File: src/rtl/stage_mem_pkg.sv
// Shared types for the memory-access pipeline stage.
// Latency: n/a (types only).
// Backpressure: n/a (types only).
package stage_mem_pkg;

   // Bus access sequencer states
   typedef enum logic [1:0] {
      MEM_IDLE  = 2'd0,
      MEM_WAIT  = 2'd1,
      MEM_ERROR = 2'd2
   } MemState;

   // Width of a counter that must reach max_val; never below one bit
   function automatic int cnt_width(input int max_val);
      return (max_val > 0) ? $clog2(max_val + 1) : 1;
   endfunction

endpackage

File: src/rtl/stage_mem.sv
// MEM stage: data-bus load/store with req/ack, branch/jump redirect, MEM/WB register.
// Latency: 1 cycle EX/MEM -> MEM/WB with zero-wait memory, +1 cycle per bus wait state.
// Backpressure: o_stall holds upstream while an access is pending; a hung access locks in MEM_ERROR.
module stage_mem
   import stage_mem_pkg::*;
#(
   parameter int unsigned DATA_DBUS_WIDTH = 32,
   parameter int unsigned ADDR_DBUS_WIDTH = 32,
   parameter int unsigned ADDR_IBUS_WIDTH = 32,
   parameter int unsigned TIMEOUT_CYCLES  = 255
) (
   input  logic                       i_clk,
   input  logic                       i_rst,
   input  logic                       i_valid,
   input  logic [DATA_DBUS_WIDTH-1:0] i_AluOut,
   input  logic [DATA_DBUS_WIDTH-1:0] i_WriteData,
   input  logic                       i_zero,
   input  logic                       i_reg_we,
   input  logic                       i_MemWriteEnable,
   input  logic                       i_MemToReg,
   input  logic [4:0]                 i_WriteReg,
   input  logic [ADDR_IBUS_WIDTH-1:0] i_pc_wdata,
   input  logic                       i_Branch,
   input  logic                       i_Jump,
   output logic [ADDR_DBUS_WIDTH-1:0] o_dbus_addr,
   output logic [DATA_DBUS_WIDTH-1:0] o_dbus_wdata,
   output logic                       o_dbus_we,
   output logic                       o_dbus_req,
   input  logic [DATA_DBUS_WIDTH-1:0] i_dbus_rdata,
   input  logic                       i_dbus_ack,
   output logic                       o_stall,
   output logic                       o_bus_error,
   output logic                       o_pc_sel,
   output logic [ADDR_IBUS_WIDTH-1:0] o_pc_wdata,
   output logic                       o_valid,
   output logic [DATA_DBUS_WIDTH-1:0] o_ReadData,
   output logic [DATA_DBUS_WIDTH-1:0] o_AluOut,
   output logic                       o_reg_we,
   output logic                       o_MemToReg,
   output logic [4:0]                 o_WriteReg
);

   localparam int CNT_W = cnt_width(int'(TIMEOUT_CYCLES));
   localparam logic [CNT_W-1:0] CNT_MAX = CNT_W'(TIMEOUT_CYCLES);

   MemState          state;
   logic [CNT_W-1:0] cnt;
   logic             access;
   logic             load_done;

   assign access = i_valid & (i_MemWriteEnable | i_MemToReg);

   // Bus outputs follow the EX/MEM register; it is frozen while we stall
   assign o_dbus_addr  = i_AluOut[ADDR_DBUS_WIDTH-1:0];
   assign o_dbus_wdata = i_WriteData;
   assign o_dbus_we    = i_MemWriteEnable;
   assign o_pc_wdata   = i_pc_wdata;
   assign o_bus_error  = (state == MEM_ERROR);

   // Request, stall and redirect decode; all forced low while in reset
   always_comb begin
      o_dbus_req = 1'b0;
      o_stall    = 1'b0;
      o_pc_sel   = 1'b0;
      if (!i_rst) begin
         o_pc_sel = i_valid & (i_Jump | (i_Branch & i_zero)) & (state != MEM_ERROR);
         unique case (state)
            MEM_IDLE: begin
               o_dbus_req = access;
               o_stall    = access & ~i_dbus_ack;
            end
            MEM_WAIT: begin
               o_dbus_req = 1'b1;
               o_stall    = access & ~i_dbus_ack;
            end
            MEM_ERROR: o_stall = 1'b1;
            default: ;
         endcase
      end
   end

   // An ack only counts while a request is driven, so stray acks are ignored
   assign load_done = o_dbus_req & i_dbus_ack & i_MemToReg;

   // Access sequencer with wait-state timeout; ack beats timeout on the same cycle
   always_ff @(posedge i_clk) begin
      if (i_rst) begin
         state <= MEM_IDLE;
         cnt   <= '0;
      end else begin
         unique case (state)
            MEM_IDLE: begin
               if (access && !i_dbus_ack) begin
                  state <= MEM_WAIT;
                  cnt   <= CNT_W'(1);
               end
            end
            MEM_WAIT: begin
               if (i_dbus_ack) begin
                  state <= MEM_IDLE;
                  cnt   <= '0;
               end else if ((TIMEOUT_CYCLES != 0) && (cnt == CNT_MAX)) begin
                  state <= MEM_ERROR;
               end else begin
                  cnt <= cnt + CNT_W'(1);
               end
            end
            MEM_ERROR: state <= MEM_ERROR;
            default: begin
               state <= MEM_IDLE;
               cnt   <= '0;
            end
         endcase
      end
   end

   // MEM/WB register: bubble while stalled, otherwise capture the EX/MEM contents
   always_ff @(posedge i_clk) begin
      if (i_rst) begin
         o_valid    <= 1'b0;
         o_reg_we   <= 1'b0;
         o_ReadData <= '0;
         o_AluOut   <= '0;
         o_MemToReg <= 1'b0;
         o_WriteReg <= '0;
      end else if (o_stall) begin
         o_valid  <= 1'b0;
         o_reg_we <= 1'b0;
      end else begin
         o_valid    <= i_valid;
         o_reg_we   <= i_reg_we & i_valid;
         o_AluOut   <= i_AluOut;
         o_MemToReg <= i_MemToReg;
         o_WriteReg <= i_WriteReg;
         if (load_done) o_ReadData <= i_dbus_rdata;
      end
   end

endmodule

File: config.mk
export PLATFORM = sky130hd
export DESIGN_NAME = stage_mem
export DESIGN_NICKNAME = d
export VERILOG_FILES = /design/src/rtl/stage_mem_pkg.sv /design/src/rtl/stage_mem.sv
export SDC_FILE = /design/constraint.sdc
export NUM_CORES = 1
export LEC_CHECK = 0
export ABC_AREA = 1
export CAP_MARGIN = 20
export CORE_AREA = 2 2 123 125
export CTS_CLUSTER_SIZE = 14
export DETAILED_ROUTE_END_ITERATION = 10
export DIE_AREA = 0 0 125 127
export PLACE_DENSITY = 0.78
export SYNTH_ARGS = -nofsm -noshare
export SYNTH_HDL_FRONTEND = slang
export SYNTH_SLANG_ARGS = --single-unit
File: constraint.sdc
create_clock -name i_clk -period 3.7 [get_ports i_clk]
set_input_delay 0.74 -clock i_clk [delete_from_list [all_inputs] [get_ports i_clk]]
set_output_delay 0.74 -clock i_clk [all_outputs]
set_load 0.02 [all_outputs]
==> results of run 1 <==
per-stage QoR:
stage	hold slack [ns]	cell area (um2)	std cells	worst slack (ns)
after CTS	0.447	5630	859	0.538
after detailed placement	0.431	5330	843	0.541
after global placement	0.426	5330	843	0.546
after floorplan	0.474	4040	581	1.59
after global routing	0.454	5630	859	0.463
final	0.442	5630	859	0.572
layout by cell type (no fill, tap or decap), drive strengths merged, types with 2 or more instances in the layout:
cell           netlist  routed
nand2              214     214
dfxtp               82      82
clkbuf               0       9
nor2                85      85
inv                 55      58
clkinvlp             0       2
clkdlybuf4s50        0     187
nand3               11      11
nand4                5       5
buf                115       6
a21oi                7       7
nand3b               2       2
flip-flops by register name, summed over array words and instances, names as in the netlist:
signal      flops
o_AluOut       32
o_valid         1
cnt             8
o_WriteReg      5
o_ReadData     32
state           2
o_MemToReg      1
o_reg_we        1
cell families (layout without fill, tap and decap cells):
| family | count (synthesis) | in the layout | synth area share (%) |
|---|---|---|---|
| adders and majority gates | 1 | 1 | 0.310 |
| DFF | 82 | 82 | 40.6 |
| and+or+nand+nor | 319 | 319 | 31.6 |
| buffers and inverters | 170 | 264 | 26.3 |
| AOI/OAI and AO/OA | 9 | 9 | 1.18 |
cell type report:
class	count	area (um2)	share of cell area, %
Tap cell	184	230	4.09
Clock inverter	7	76.3	1.36
Inverter	55	206	3.67
Timing Repair Buffer	193	1920	34.0
Multi-Input combinational cell	329	1340	23.7
Clock buffer	9	225	4.00
Sequential cell	82	1640	29.1
tightest hold or removal path: stages, from the launching register on:
cell and delay (ns):
dfxtp_1 0.32, nand2_1 0.05, nand2_1 0.04
per-layer routing:
layer / GRT usage [%] / vias up / share of wire (%)
met5: 0 / - / 0
met4: 5.69 / 0 / 3.0
met3: 5.11 / 28 / 7.7
met2: 19.9 / 125 / 46
met1: 14.2 / 1461 / 43
li1: - / 1813 / -
worst paths after layout:
check	slack [ns]	to	depth (start not counted)	start
worst max-delay path	0.57	o_dbus_req	8	i_MemToReg
worst min-delay path	0.44	o_AluOut[25]$_SDFFE_PP0N_	2	o_AluOut[25]$_SDFFE_PP0N_
worst max register to register	1.99	o_ReadData[4]$_SDFFE_PP0P_	6	state[1]$_SDFFE_PP0P_
worst min register to register	0.44	o_AluOut[25]$_SDFFE_PP0N_	2	o_AluOut[25]$_SDFFE_PP0N_
power by group through the flow:
stage               Combinational [W]  Sequential, W  Clock [W]
floorplan                    0.000247        0.00102          0
global placement             0.000406       0.000967          0
detailed placement           0.000408       0.000969          0
CTS                          0.000410       0.000949   0.000948
global route                 0.000435       0.000954   0.000993
finish                       0.000404       0.000949   0.000908
==> out/qor.yml, run 1 <==
area_delta_synth_final_pct: 39.4
grt_usage_pct: 12.3
synth_nets: 725
synth_area_mm2: 0.00404
slowest_delay_ns: 0.62
p_total_w: 0.00226
wirelength_mm: 10.1
p_int_w: 0.00166
utilization_pct: 39.0
start_util_pct: 28.0
ys_ff_latch: 82
yosys-top-cells-count: "nand2_1, buf_4, nor2_1"
setup_viol: 0
synth.most_common_cell: "nand2_1"
fin_crit_ns: 3.13
drc: 0
slew_headroom_pct: 63.2
netSwitchingPower_w: 0.000598
fillCellCount: 1485
hold_buffers: 0
ios: 316
placementRows: 44
clk_latency_ns: 0.33
power_density_mw_per_mm2: 401
drtAntennaViolNets: 0
post_cts_resized: 0
clk_path_buf_depth: 2
syn_area_per_cell_um2: 6.95
io_buffers: 187
yosysWarnings: 0
cts_tree: "done"
hold_path_class: "flip-flop to flip-flop"
die_x_um: 125
grt_pass1_wl_mm: 15.6
die_h_um: 127
synth_ff_type: "dfxtp_1"
ys_top_cells_by_area: "dfxtp_1, nand2_1, buf_4"
combPwrFrac_pct: 17.9
hold_viol_final: 0
place.gp.congestion: 0.757
num_vias: 3427
grt_max_degree: 39
ys_seq_area_share_pct: 40.6
grt_pass1_vias: 3198
cts.clk_slew.worst_paths_ns: 0.06
power_frac_seq_pct: 42.0
fin_skew_ns: 0.00435
end_kind: "primary output"
viasPerCell: 3.99
critPathLaunchType: "input pin"
cp_data_arrival_time_ns: 2.39
antenna_found_initial: 0
drt_first_pass_iters: 4
netlist.area_leader.share_pct: 40.6
drv_cap: 0
coreArea_mm2: 0.0144
dp_hpwl_mm: 7.69
drive_gt1_share_pct: 5.33
post-route-period-util_pct: 84.5
synth_edf_count: 0
dieArea_mm2: 0.0159
crit_type: "input pin to primary output"
crit_chain: "clkdlybuf4s50_1, inv_1, nand2_2, nand2_1, nand2_2, nand2_1, nor2_1, clkdlybuf4s50_1"
async_reset_ff_share_pct: 0
ys_types: 21
p_clk_share_pct: 40.1
cts_setup_buffers: 0
cp_max_fo: 3
drtIter0Drc: 104
p_leak_nw: 2.58
htree_levels: 3
switching_share_pct: 26.4
grt_overflow: 0
insertedDiodeCount: 0
timing.setup.tns_ns: 0
routedWlPerCell_um: 11.8
tightest_slew_ns: 0.551
layout.nets: 814
status: "completed"
fmax_ghz: 0.320
drv_slew: 0
yosysTopAreaCell: "dfxtp_1"
numCtsBuffers: 9
rsz0062_at_grt: "no"
cp_top_family: "buffers and inverters"
path_buf_inv: 3
synth_cells: 581
cts_sinks: 82
required_ns: 2.96
slowest_stage: "clkdlybuf4s50_1"
clk_root_buffer_cell: "clkbuf_16"
ir_drop_mv: 0.250
Power figures use the tool's default switching activity.
==> run 2: changes to the inputs <==
PLACE_DENSITY = 0.81   (was 0.78)
clock period = 2.6 ns   (was 3.7 ns; I/O delays follow)
==> run 2 against run 1 <==
Via count increased by 1.7%. Hold slack about the same. Sequential share of layout area decreased by 0.31 points. Clock-buffer cell count increased by 2. Core utilization increased by 0.43 points. Worst setup slack got worse by 0.19 ns. Global-route usage decreased by 0.053 points. Combinational power increased by 45%. Wire length decreased by 1.1%. Register-to-register slack got worse by 1.0 ns.
==> out/qor.yml, run 2 (same netlist as run 1, synthesis figures left out) <==
status: "completed"
slowest_delay_ns: 0.63  # about the same
dp_cells: 848  # +0.59%
drt_first_pass_iters: 4  # unchanged
critPathLaunchType: "input pin"
cts_tree: "done"
grt_max_degree: 65  # +67%
die_h_um: 127  # unchanged
fin_skew_ns: 0.00661  # +0.00225 ns
power_density_mw_per_mm2: 563  # +40%
grt_busiest_layer: "met2"
min-delay-start: "o_AluOut[26]$_SDFFE_PP0N_"
layout.nets: 819  # +0.61%
viasPerCell: 4.04  # +1.4%
slew_headroom_pct: 74.6  # +11 points
drc: 0  # unchanged
coreArea_mm2: 0.0144  # unchanged
rr_startpoint: "state[1]$_SDFFE_PP0P_"
startpoint: "i_AluOut[20]"
clk_path_buf_depth: 2  # unchanged
grt_use_met3_pct: 3.85  # -1.3 points
antenna_found_initial: 0  # unchanged
slowest_stage: "clkdlybuf4s50_1"
grtUsageMet1_pct: 14.3  # +0.078 points
path_buf_inv: 2  # -1
final_common_cell: "nand2_1"
crit_type: "input pin to primary output"
insertedDiodeCount: 0  # unchanged
fin_crit_ns: 2.22
die_x_um: 125  # unchanged
end_kind: "primary output"
drv_slew: 0  # unchanged
place.gp.congestion: 0.817  # +8.0%
path_common_cell: "clkdlybuf4s50_1"
rsz0062_at_grt: "no"
cp_data_arrival_time_ns: 1.70  # -0.69 ns
drv_cap: 0  # unchanged
post_cts_resized: 0  # unchanged
setup_viol: 0  # unchanged
start_util_pct: 28.0  # unchanged
area_delta_synth_final_pct: 40.9
wirelength_mm: 9.99  # -1.1%
tightest_slew_ns: 0.381  # -0.171 ns
finalNonFillerCells: 862  # +0.35%
cts_sinks: 82  # unchanged
fillCellCount: 1489  # +0.27%
ios: 316  # unchanged
p_leak_nw: 2.66  # +3.4%
hold_buffers: 0  # unchanged
placed_cell_area_mm2: 0.00539  # +1.2%
drtIter0Drc: 105  # +0.96%
grt_util_met2_pct: 20.1  # +0.16 points
placementRows: 44  # unchanged
grt_pass1_vias: 3199  # +0.031%
reg.largest.list: "o_AluOut (32), o_ReadData (32), cnt (8)"
p_total_w: 0.00321  # +42%
hold_viol_final: 0  # unchanged
dieArea_mm2: 0.0159  # unchanged
htree_levels: 3  # unchanged
ir_drop_mv: 0.266  # +6.4%
numCtsBuffers: 9  # unchanged
timing.setup.tns_ns: 0  # unchanged
clk_root_buffer_cell: "clkbuf_16"
dp_hpwl_mm: 7.60  # -1.1%
layout_common_cells: "nand2_1, clkdlybuf4s50_1, nor2_1"
hold_path_class: "flip-flop to flip-flop"
fmax_ghz: 0.450
grt_overflow: 0  # unchanged
post-route-period-util_pct: 85.5
cts.clk_slew.worst_paths_ns: 0.05  # about the same
drive_gt1_share_pct: 5.75  # +0.42 points
drtAntennaViolNets: 0  # unchanged
crit_chain: "clkdlybuf4s50_1, clkdlybuf4s50_1"
cp_max_fo: 2  # -1
clk_latency_ns: 0.33  # about the same
num_vias: 3486  # +1.7%
required_ns: 2.08  # -0.88 ns
grt_usage_pct: 12.2  # -0.053 points
final_cell_area_mm2: 0.00569  # +1.1%
cp_top_family: "buffers and inverters"
grt_pass1_wl_mm: 15.6  # -0.27%
routedWlPerCell_um: 11.6  # -1.5%
cts_setup_buffers: 0  # unchanged
io_buffers: 187  # unchanged
==> run 2: stage by stage <==
step	util [%]	setup slack [ns]	hold WS (ns)
floorplan	-	0.932	0.474
global placement	37.4	0.0380	0.427
detailed placement	37.4	0.0229	0.431
CTS	39.4	0.0200	0.446
global route	39.5	0.312	0.462
finish	39.5	0.378	0.442
==> run 2: final timing paths <==
kind | endpoint | slack, ns | cells after the start
setup / recovery | o_dbus_addr[20] | 0.38 | 2
hold / removal | o_AluOut[26]$_SDFFE_PP0N_ | 0.44 | 2
setup reg to reg | o_AluOut[31]$_SDFFE_PP0N_ | 0.99 | 8
hold reg to reg | o_AluOut[26]$_SDFFE_PP0N_ | 0.44 | 2
==> run 2: metal layers <==
metal | part of all wire [%] | vias up | routed length [um]
met4 | 2.2 | 0 | 216
li1 | - | 1817 | -
met3 | 7.0 | 22 | 695
met1 | 43 | 1530 | 4300
met2 | 48 | 117 | 4780
met5 | 0 | - | 0
==> run 2: layout make-up <==
type	count	area (um2)	area share, %
sequential	82	1640	28.8
timing repair buffer	198	1990	34.9
tap	184	230	4.04
multi-input combinational	329	1340	23.5
clock inverter	3	40.0	0.703
inverter	55	206	3.63
clock buffer	11	253	4.44
==> run 2: where the power goes <==
group	internal [W]	switching (W)
Clock	0.000782	0.000487
Combinational	0.000303	0.000282
Sequential	0.00132	0.0000311
Total	0.00241	0.000800
==> run 3: changes to the inputs <==
CAP_MARGIN = 25   (was 20)
PLACE_DENSITY = 0.78   (was 0.81)
clock period = 2.8 ns   (was 2.6 ns; I/O delays follow)
==> run 3 against run 2 <==
Hold slack better by 0.0012 ns. Non-clock buffer count shrank 1. Clock power is 7% lower. Sequential power shrank 7%. Global-route usage rose by 0.38 points. Worst setup slack got worse by 0.27 ns. Power down 7.3%. Core utilization is 0.061 points lower. First-iteration DRC count down 28%. Die area is the same. Final cell count unchanged. Clock skew is 0.0018 ns lower. Critical path type unchanged. Critical endpoint is now o_stall.
==> out/qor.yml, run 3 (same netlist as run 1, synthesis figures left out) <==
grt_max_degree: 39  # -40%
start_util_pct: 28.0  # unchanged
placed_cell_area_mm2: 0.00539  # -0.14%
fin_skew_ns: 0.00477  # -0.00184 ns
drt_first_pass_iters: 4  # unchanged
num_vias: 3475  # -0.32%
min_path_cells: 2  # unchanged
holdWs_ns: 0.444  # +0.00122 ns
htree_levels: 3  # unchanged
min-delay-start: "o_AluOut[30]$_SDFFE_PP0N_"
drive_gt1_share_pct: 5.75  # unchanged
die_x_um: 125  # unchanged
cts_sinks: 82  # unchanged
netSwitchingPower_w: 0.000761  # -4.9%
rr_startpoint: "state[1]$_SDFFE_PP0P_"
drtAntennaViolNets: 0  # unchanged
rsz0062_at_grt: "no"
die_h_um: 127  # unchanged
numCtsBuffers: 9  # unchanged
drv_cap: 0  # unchanged
ios: 316  # unchanged
place.gp.congestion: 0.758  # -7.3%
insertedDiodeCount: 0  # unchanged
routedWlPerCell_um: 12.0  # +3.7%
slew_headroom_pct: 72.6  # -2.0 points
fin_crit_ns: 2.69
worstHoldEndpoint: "o_AluOut[30]$_SDFFE_PP0N_"
end_kind: "primary output"
grt_pass1_wl_mm: 16.1  # +3.2%
hold_viol_final: 0  # unchanged
layout.nets: 818  # -0.12%
area_delta_synth_final_pct: 40.7
crit_type: "input pin to primary output"
clk_root_buffer_cell: "clkbuf_16"
hold_path_class: "flip-flop to flip-flop"
cp_data_arrival_time_ns: 2.13  # +0.43 ns
reg.largest.list: "o_AluOut (32), o_ReadData (32), cnt (8)"
critPathLaunchType: "input pin"
rrSetupSlack_ns: 1.29  # +0.30 ns
ir_drop_mv: 0.258  # -3.2%
drtIter0Drc: 76  # -28%
cts_tree: "done"
p_int_w: 0.00221  # -8.0%
required_ns: 2.24  # +0.16 ns
cp_max_fo: 3  # +1
power_frac_seq_pct: 42.2  # about the same
drv_slew: 0  # unchanged
final_cell_area_mm2: 0.00568  # -0.15%
cts.clk_slew.worst_paths_ns: 0.06  # about the same
status: "completed"
drc: 0  # unchanged
grt_usage_pct: 12.6  # +0.38 points
final_common_cell: "nand2_1"
p_leak_nw: 2.63  # -1.4%
timing.setup.tns_ns: 0  # unchanged
fmax_ghz: 0.372
p_clk_share_pct: 39.6  # about the same
tightest_slew_ns: 0.410  # +0.0293 ns
combPwrFrac_pct: 18.2  # about the same
viasPerCell: 4.03  # -0.32%
placementRows: 44  # unchanged
clk_path_buf_depth: 2  # unchanged
dp_hpwl_mm: 7.92  # +4.2%
grt_pass1_vias: 3287  # +2.8%
post-route-period-util_pct: 96.1
timing.rr.end: "o_AluOut[13]$_SDFFE_PP0N_"
layout_common_cells: "nand2_1, clkdlybuf4s50_1, nor2_1"
coreArea_mm2: 0.0144  # unchanged
power_density_mw_per_mm2: 523  # -7.1%
switching_share_pct: 25.6  # +0.63 points
grt_overflow: 0  # unchanged
antenna_found_initial: 0  # unchanged
io_buffers: 187  # unchanged
clk_latency_ns: 0.33  # about the same
reg2regPathDepth: 8  # unchanged
cts_setup_buffers: 0  # unchanged
wirelength_mm: 10.4  # +3.7%
setup_viol: 0  # unchanged
dieArea_mm2: 0.0159  # unchanged
run 3: timing repair:
item / 4_1_cts / 5_1_grt
endpoints found under the setup margin: 0 / 2
resized for setup: 0 / 2
hold buffers: 0 / 0
run 3: metrics by stage:
stage	setup WS (ns)	util (%)	power, W	std cells
floorplan	1.05	-	0.00168	581
global placement	0.0653	37.3	0.00182	847
detailed placement	0.0874	37.3	0.00183	847
CTS	0.0643	39.4	0.00303	862
global route	0.00403	39.4	0.00313	862
finish	0.110	39.4	0.00297	862
run 3: area by class of cell:
cell class / count / area (um2)
Clock buffer: 10 / 239
Fill cell: 1476 / 8740
Multi-Input combinational cell: 329 / 1340
Inverter: 55 / 206
Timing Repair Buffer: 197 / 1980
Tap cell: 184 / 230
Clock inverter: 5 / 55.1
Sequential cell: 82 / 1640
run 3: power groups by stage:
stage	Clock [W]	Combinational (W)	Sequential (W)
finish	0.00118	0.000542	0.00126
global placement	0	0.000543	0.00128
detailed placement	0	0.000546	0.00128
global route	0.00128	0.000582	0.00126
CTS	0.00123	0.000549	0.00126
floorplan	0	0.000326	0.00135
run 3: worst max-delay path by stage:
stage                                 from         end  cells after the start
after floorplan                      i_rst    o_pc_sel                      4
after global placement    i_MemWriteEnable  o_dbus_req                      8
after detailed placement  i_MemWriteEnable     o_stall                      8
after CTS                 i_MemWriteEnable  o_dbus_req                      8
after global routing      i_MemWriteEnable     o_stall                      8
final                     i_MemWriteEnable     o_stall                      8
run 3: metal layers:
metal  part of all wire, %  vias up  wire, um  global-route usage, %
met5                     0        -         0                      0
met4                   2.6        0       267                   5.69
met3                   6.8       23       708                   4.73
met2                    48      119      4930                   20.5
met1                    43     1521      4460                   15.0
li1                      -     1812         -                      -
run 3: worst max-delay path: stages:
cell             delay (ns)
clkdlybuf4s50_1        0.50
inv_1                  0.06
nand2_2                0.10
nand3_2                0.07
nand2_1                0.07
nand2_1                0.06
inv_2                  0.10
clkdlybuf4s50_1        0.61
